$ cat src/rtl/pipe_ctrl_pkg.sv
// Shared types and constants for the pipeline hazard/forwarding controller.
package pipe_ctrl_pkg;

  localparam int REG_AW    = 5;
  localparam int NUM_FWD   = 3;
  localparam int FWD_SEL_W = $clog2(NUM_FWD);

  localparam logic [FWD_SEL_W-1:0] FWD_RF  = 2'd0;
  localparam logic [FWD_SEL_W-1:0] FWD_MEM = 2'd1;
  localparam logic [FWD_SEL_W-1:0] FWD_WB  = 2'd2;

  // One scoreboard slot; rs1/rs2 are zero when the instruction does not read them.
  typedef struct packed {
    logic              valid;
    logic [REG_AW-1:0] rd;
    logic [REG_AW-1:0] rs1;
    logic [REG_AW-1:0] rs2;
    logic              wen;
    logic              mem_read;
  } sb_slot_t;

  function automatic logic reg_hit(input logic valid, input logic wen,
                                   input logic [REG_AW-1:0] rd,
                                   input logic [REG_AW-1:0] idx);
    return valid && wen && (rd != '0) && (rd == idx);
  endfunction

endpackage

$ cat src/rtl/hazard_fwd_match.sv
// Selects the EX operand source for one register index: MEM result beats WB data.
module hazard_fwd_match
  import pipe_ctrl_pkg::*;
(
  input  logic [REG_AW-1:0]    src,
  input  logic                 mem_valid,
  input  logic                 mem_wen,
  input  logic [REG_AW-1:0]    mem_rd,
  input  logic                 wb_valid,
  input  logic                 wb_wen,
  input  logic [REG_AW-1:0]    wb_rd,
  output logic [FWD_SEL_W-1:0] sel
);

  always_comb begin
    sel = FWD_RF;
    if (reg_hit(mem_valid, mem_wen, mem_rd, src)) begin
      sel = FWD_MEM;
    end else if (reg_hit(wb_valid, wb_wen, wb_rd, src)) begin
      sel = FWD_WB;
    end
  end

endmodule

$ cat src/rtl/pipe_hazard_ctrl.sv
// Hazard/forwarding controller for the 5-stage pipe; EX/MEM/WB scoreboard drives stall, flush, forward.
// Optional HAZARD_PERF_EN adds stall_cycles, flush_count and fwd_count counters.
module pipe_hazard_ctrl
  import pipe_ctrl_pkg::*;
(
  input  logic              clk,
  input  logic              reset,
  input  logic              id_valid,
  input  logic [REG_AW-1:0] id_rs1,
  input  logic [REG_AW-1:0] id_rs2,
  input  logic              id_use_rs1,
  input  logic              id_use_rs2,
  input  logic [REG_AW-1:0] id_rd,
  input  logic              id_reg_wen,
  input  logic              id_mem_read,
  input  logic              ex_br_taken,
  input  logic              mem_busy,
  output logic              pc_stall,
  output logic              if_id_stall,
  output logic              id_ex_bubble,
  output logic              if_id_flush,
  output logic [1:0]        fwd_a_sel,
  output logic [1:0]        fwd_b_sel,
  output logic              id_byp_a,
  output logic              id_byp_b,
  output logic              ex_valid,
  output logic              mem_valid,
  output logic              wb_valid
`ifdef HAZARD_PERF_EN
  ,
  output logic [31:0]       stall_cycles,
  output logic [31:0]       flush_count,
  output logic [31:0]       fwd_count
`endif
);

  sb_slot_t ex_q, mem_q, wb_q, id_entry;
  logic     run_q;
  logic     busy, flush, load_use;
  logic     unused_slot_bits;

  always_comb begin
    id_entry = '0;
    id_entry.valid = id_valid;
    if (id_valid) begin
      id_entry.rd       = id_rd;
      id_entry.wen      = id_reg_wen;
      id_entry.mem_read = id_mem_read;
      id_entry.rs1      = id_use_rs1 ? id_rs1 : '0;
      id_entry.rs2      = id_use_rs2 ? id_rs2 : '0;
    end
  end

  // run_q keeps every control low during the first cycle after reset.
  assign busy     = mem_busy & run_q;
  assign flush    = ex_br_taken & ex_q.valid;
  assign load_use = id_valid & ex_q.valid & ex_q.mem_read & (ex_q.rd != '0) &
                    ((id_use_rs1 & (id_rs1 == ex_q.rd)) |
                     (id_use_rs2 & (id_rs2 == ex_q.rd)));

  // Priority: freeze, then flush (squashes the ID instruction), then load-use.
  assign pc_stall     = busy | (load_use & ~flush);
  assign if_id_stall  = busy | (load_use & ~flush);
  assign id_ex_bubble = ~busy & (flush | load_use);
  assign if_id_flush  = ~busy & flush;

  always_ff @(posedge clk or negedge reset) begin
    if (!reset) begin
      run_q <= 1'b0;
      ex_q  <= '0;
      mem_q <= '0;
      wb_q  <= '0;
    end else begin
      run_q <= 1'b1;
      if (!busy) begin
        wb_q  <= mem_q;
        mem_q <= ex_q;
        ex_q  <= (flush | load_use) ? sb_slot_t'('0) : id_entry;
      end
    end
  end

  hazard_fwd_match u_fwd_a (
    .src       (ex_q.rs1),
    .mem_valid (mem_q.valid),
    .mem_wen   (mem_q.wen),
    .mem_rd    (mem_q.rd),
    .wb_valid  (wb_q.valid),
    .wb_wen    (wb_q.wen),
    .wb_rd     (wb_q.rd),
    .sel       (fwd_a_sel)
  );

  hazard_fwd_match u_fwd_b (
    .src       (ex_q.rs2),
    .mem_valid (mem_q.valid),
    .mem_wen   (mem_q.wen),
    .mem_rd    (mem_q.rd),
    .wb_valid  (wb_q.valid),
    .wb_wen    (wb_q.wen),
    .wb_rd     (wb_q.rd),
    .sel       (fwd_b_sel)
  );

  // Regfile write and ID read land in the same cycle.
  assign id_byp_a  = reg_hit(wb_q.valid, wb_q.wen, wb_q.rd, id_rs1);
  assign id_byp_b  = reg_hit(wb_q.valid, wb_q.wen, wb_q.rd, id_rs2);
  assign ex_valid  = ex_q.valid;
  assign mem_valid = mem_q.valid;
  assign wb_valid  = wb_q.valid;

  assign unused_slot_bits = ^{ex_q.wen, mem_q.rs1, mem_q.rs2, mem_q.mem_read,
                              wb_q.rs1, wb_q.rs2, wb_q.mem_read};

`ifdef HAZARD_PERF_EN
  logic any_fwd;
  assign any_fwd = (fwd_a_sel != FWD_RF) | (fwd_b_sel != FWD_RF);

  always_ff @(posedge clk or negedge reset) begin
    if (!reset) begin
      stall_cycles <= '0;
      flush_count  <= '0;
      fwd_count    <= '0;
    end else begin
      if (pc_stall && stall_cycles != '1) stall_cycles <= stall_cycles + 32'd1;
      if (if_id_flush && flush_count != '1) flush_count <= flush_count + 32'd1;
      if (any_fwd && fwd_count != '1) fwd_count <= fwd_count + 32'd1;
    end
  end
`endif

`ifndef SYNTHESIS
  a_no_load_fwd: assert property (@(posedge clk) disable iff (!reset)
    !(mem_q.mem_read && ((fwd_a_sel == FWD_MEM) || (fwd_b_sel == FWD_MEM))));
`endif

endmodule
$ cat config.mk
export PLATFORM = sky130hd
export DESIGN_NAME = pipe_hazard_ctrl
export DESIGN_NICKNAME = d
export VERILOG_FILES = /design/src/rtl/pipe_ctrl_pkg.sv /design/src/rtl/hazard_fwd_match.sv /design/src/rtl/pipe_hazard_ctrl.sv
export SDC_FILE = /design/constraint.sdc
export NUM_CORES = 1
export LEC_CHECK = 0
export BUFFER_PORTS_ARGS = -buffer_cell sky130_fd_sc_hd__buf_2
export CAP_MARGIN = 30
export CORE_MARGIN = 2
export CORE_UTILIZATION = 50
export CTS_CLUSTER_DIAMETER = 80
export DETAILED_ROUTE_END_ITERATION = 16
export GPL_TIMING_DRIVEN = 1
export PLACE_DENSITY = 0.86
export SYNTH_ARGS = -nofsm -noshare
export SYNTH_HDL_FRONTEND = slang
export SYNTH_SLANG_ARGS = --single-unit
$ cat constraint.sdc
create_clock -name clk -period 1.55 [get_ports clk]
set_input_delay 0 -clock clk [delete_from_list [all_inputs] [get_ports clk]]
set_output_delay 0 -clock clk [all_outputs]
set_load 0.01 [all_outputs]
== Word-level counts from Yosys, hierarchy flattened ==
Index checks and enable logic that the tools add are counted.
Storage, ports and cells
  register bits: 33
  word-level logic and storage cells: 58
  output and inout port bits: 13
Operators by class
  equal/unequal tests: 8
  reduce and logical (&&, ||, !) cells: 13
  bitwise gates (word level): 16
  mux-type cells: 8
Operators with widths (count)
  equality test 5 bit: 8
  2-to-1 mux 18 bit: 1
  2-to-1 mux 17 bit: 1
  nonzero test 5 bit: 3
  bitwise AND 1 bit: 11
  logical AND 1 bit: 10
  2-to-1 mux 5 bit: 2
  2-to-1 mux 2 bit: 4
  bitwise OR 1 bit: 3
  NOT 1 bit: 2

== Longest topological paths before layout ==
  depth in word-level cells: 6
  depth in mapped cells: 6
  mapped depth without buffers: 4

== Modules after synthesis ==
From an unflattened synthesis, not the netlist that was laid out.
Second synthesis, totals
  cells, all modules: 236
  area, all modules: 2139.6 µm²
Modules (own cells, without submodules)
  pipe_hazard_ctrl: cells an instance 198, times used 1, sequential area each 825.8 µm², area an instance 1824.2 µm²
  hazard_fwd_match: cells an instance 19, times used 2, sequential area each 0.0 µm², area an instance 157.7 µm²

== Worst setup path after synthesis ==
Ideal clock, no wire load.
  path kind: register -> output
  start point: register ex_q[13] in the netlist's numbering
  end point: output port pc_stall
  buffers on the path: 2
  data arrival time: 1.725 ns
  required time: 1.550 ns
  setup slack: -0.175 ns
  stages on the path, launching flop included: 7
  path through: dfrtp_1 or4_1 o2111ai_2 buf_6 a21oi_1 a21o_1 buf_4
Between the ends
  longest elaborated chain between the ends: 6
Ends and longest elaborated chain
  start, declared: line pipe_hazard_ctrl.sv:37  | sb_slot_t ex_q, mem_q, wb_q, id_entry;
  start signal, assigned: line pipe_hazard_ctrl.sv:78  | ex_q <= (flush | load_use) ? sb_slot_t'('0) : id_entry;
  equality test 5 bit, on equally long branches: line pipe_hazard_ctrl.sv:58, pipe_hazard_ctrl.sv:59
  bitwise AND 1 bit, on equally long branches: line pipe_hazard_ctrl.sv:58, pipe_hazard_ctrl.sv:59
  bitwise OR 1 bit: line pipe_hazard_ctrl.sv:58  | ((id_use_rs1 & (id_rs1 == ex_q.rd)) |
  bitwise AND 1 bit *: line pipe_hazard_ctrl.sv:57  | assign load_use = id_valid & ex_q.valid & ex_q.mem_read & (ex_q.rd != '0) &
  bitwise AND 1 bit *
  bitwise OR 1 bit *
  end, declared: line pipe_hazard_ctrl.sv:18  | output logic pc_stall,
Mark *: on every way between the ends. The rest lies on a longest branch, timed or not.

== Worst setup path in the final report ==
  start point: register ex_q[13] in the netlist's numbering
  end point: output port pc_stall
Between the ends
  longest elaborated chain between the ends: 6
Ends and longest elaborated chain
  equality test 5 bit, on equally long branches: line pipe_hazard_ctrl.sv:58, pipe_hazard_ctrl.sv:59
  bitwise AND 1 bit, on equally long branches: line pipe_hazard_ctrl.sv:58, pipe_hazard_ctrl.sv:59
  bitwise OR 1 bit: line pipe_hazard_ctrl.sv:58
  bitwise AND 1 bit *: line pipe_hazard_ctrl.sv:57
  bitwise AND 1 bit *: line pipe_hazard_ctrl.sv:62  | assign pc_stall = busy | (load_use & ~flush);
  bitwise OR 1 bit *: line pipe_hazard_ctrl.sv:62
Marked as above.

==> out/summary.txt <==
fmax = 503 MHz
Final Wtd Congestion = 0.880
Slew Limit Headroom = 48.7%
H-tree depth = 2
DRT iter0 DRCs = 164
CTS tree = done
final worst slack = -0.438 ns
end-of-flow core utilization = 74.4%
Worst Hold Slack = -0.000343 ns
synthesized area per cell = 8.74 um^2
port bufs = 36
RSZ-0062 raised after global routing = yes
Die H = 68.0 um
Startpoint Class = register
logic gate share of total power = 33.2%
Post-synth EDFFs = 0
Synthesis Warnings = 0
nets@finish = 325
top cells by area, synth = dfrtp_1 (40%), nand2_1 (9.7%), xnor2_1 (9.4%), xor2_1 (7.7%), o21ai_0 (4.4%)
status = finished, violations left
critical path endpoint category = primary output
final wirelength = 6660 um
critical path, cell by cell = or4_4 > o2111ai_4 > buf_12 > a21oi_2 > a21o_1 > buf_2
R2R setup slack = -0.38 ns
Worst-Skew Late Latency = 0.30 ns
Num CTS Buffers = 5
Clock Skew = 0.00849 ns
synth unique cells = 28
cell with the most instances after synthesis = nand2_1
WL per Instance = 18.9 um
first-pass GRT wire length = 9870 um
Seq/Total Area, Yosys = 40.4%
Reg power frac = 35.1%
aggregate global routing overflow = 0
Slew Viols, Final = 0
IO Count = 37
Critical Path AT = 1.99 ns
Clock Path Buffers = 2
Max-Cap Viols = 0
Leakage = 1.40 nW
PwrDens = 1060 nW/um^2
Post-synth top flop = dfrtp_1
Initial Util = 51.5%
NetSw = 0.00102 W
Layout area overhead = 44.4%
Tot GR Track Use = 29.6%
hold crit path type = primary input to register
Post-synth ARST share = 100%
violated checks = negative hold slack, negative setup slack
CP max stage cell = or4_4
Via Count = 2119
Clock Power Share = 31.6%
ANT cells = 0
synthesized cell area = 2050 um^2
flops & latches, synth = 33
layout cells sized above 1 = 34.8%
Sw Ratio = 32.5%
width of the chip = 68.0 um
largest net degree at the start of global routing = 34
drt drc = 0
Site Rows = 23
post-synth top area share = 40.4%
Initial DRT Pass Iterations = 5
Mapped Cells = 234
via/cell ratio = 6.02
post-placement cell count = 325
remaining antenna violation count = 0
Final Cycle Share = 128%
initial antenna violation count = 0
detailed placer's ending HPWL = 3920 um
CTS Root Cell = clkbuf_8
total power = 0.00313 W
Core Area = 3970 um^2
cell accounting for the most synthesized area = dfrtp_1
CP Class = register to primary output
final std cells w/o fill = 352
max incr delay on CP = 0.55 ns
Worst-path clk slew = 0.08 ns
die area = 4620 um^2
maximum VDD drop = 0.000758 V
Final setup viols = 27
critical path data required time = 1.55 ns
vias in the first global route = 1964
Hold Fails Final Rpt = 1
fin crit period = 1.99 ns
Int Pwr = 0.00211 W
clk sinks = 33
most frequent cells after synthesis = nand2_1 (53), dfrtp_1 (33), xnor2_1 (22)
Worst-Margin Slew = 0.769 ns
post-synthesis net count = 258
Crit Path Max Fanout = 3
## metal layers
| layer | global-route usage (%) | wire (um) | vias to the layer above |
|---|---|---|---|
| li1 | - | - | 956 |
| met1 | 37.4 | 2580 | 1023 |
| met2 | 48.3 | 3430 | 118 |
| met3 | 7.89 | 507 | 22 |
| met4 | 12.0 | 138 | 0 |
| met5 | 0 | 0 | - |
## path summary, 6_finish.rpt
| path | startpoint | end | cells after the start |
|---|---|---|---|
| setup / recovery | ex_q[13]$_DFFE_PN0N_ | pc_stall | 6 |
| hold / removal | id_rs1[2] | ex_q[9]$_DFFE_PN0N_ | 3 |
| setup reg to reg | ex_q[13]$_DFFE_PN0N_ | ex_q[4]$_DFFE_PN0N_ | 7 |
| hold reg to reg | wb_q[1]$_DFFE_PN0N_ | wb_q[1]$_DFFE_PN0N_ | 2 |
| max in group asynchronous | reset | wb_q[16]$_DFFE_PN0N_ | 2 |
| min in group asynchronous | reset | ex_q[4]$_DFFE_PN0N_ | 2 |
## stage by stage
step / worst slack (ns) / area [um^2] / setup TNS, ns
floorplan: -0.159 / 2090 / -0.933
global placement: -0.0968 / 2440 / -0.854
detailed placement: -0.185 / 2440 / -2.82
CTS: -0.394 / 2810 / -7.35
global route: -0.491 / 2950 / -9.70
finish: -0.438 / 2950 / -8.05
## cells in the final DEF, fill, tap and decap left out, types with 3 or more instances in the layout
master / netlist / final
and3_1: 11 / 11
dfrtp_1: 33 / 33
o21ai_1: 0 / 17
a32oi_1: 7 / 6
or4_4: 0 / 5
nand3_1: 14 / 13
clkbuf_8: 0 / 5
buf_2: 6 / 36
buf_6: 2 / 3
xor2_1: 18 / 17
dlygate4sd3_1: 0 / 10
a41oi_1: 10 / 6
nand2_1: 53 / 53
a41oi_2: 0 / 4
buf_4: 1 / 28
nor4_4: 0 / 4
xnor2_1: 22 / 21
## state kept, by name, indices dropped and copies added (netlist names)
register and count:
ex_q 17, mem_valid 1, wb_q 6, run_q 1, wb_valid 1, ex_valid 1, mem_q 6
## kinds of logic (layout without fill, tap and decap cells)
| kind of cell | after synthesis | count (layout) | synth area share (%) |
|---|---|---|---|
| simple gates | 94 | 94 | 21.8 |
| compound gates | 43 | 43 | 15.0 |
| xor+xnor | 40 | 40 | 17.1 |
| flops | 33 | 33 | 40.4 |
| buf+inv | 23 | 91 | 5.50 |
| other cells | 1 | 1 | 0.183 |
## cell type report
type | count | area, um^2
clock buffers | 5 | 68.8
well taps | 50 | 62.6
flip-flops and latches | 33 | 826
fillers | 261 | 1020
inverters | 1 | 3.75
clock inverters | 3 | 65.1
repair buffers | 82 | 632
multi-input cells | 178 | 1300
## critical path: cells and delay by family (launching register included)
kind | cells | cell delay, ns
DFF | 1 | 0.39
buffers and inverters | 2 | 0.29
and+or+nand+nor | 1 | 0.55
AOI/OAI and AO/OA | 3 | 0.45
## power groups by stage
| stage | Sequential (W) | Combinational [W] | Clock (W) |
|---|---|---|---|
| 2_1_floorplan | 0.00110 | 0.000498 | 0 |
| 3_3_place_gp | 0.00109 | 0.000781 | 0 |
| 3_5_place_dp | 0.00110 | 0.000810 | 0 |
| 4_1_cts | 0.00109 | 0.000932 | 0.000983 |
| 5_1_grt | 0.00111 | 0.00112 | 0.00103 |
| 6_report | 0.00110 | 0.00104 | 0.000989 |
## what timing repair did
| item | in CTS | in global routing |
|---|---|---|
| pin swaps | 3 | 10 |
| endpoints found under the hold margin | 42 | 0 |
| resized for setup | 10 | 27 |
| setup endpoints to repair | 27 | 27 |
| setup buffers | 4 | 4 |
| cloned | 1 | 1 |
| hold buffers | 10 | 0 |
Note: power is estimated with default switching activity, not from simulation.
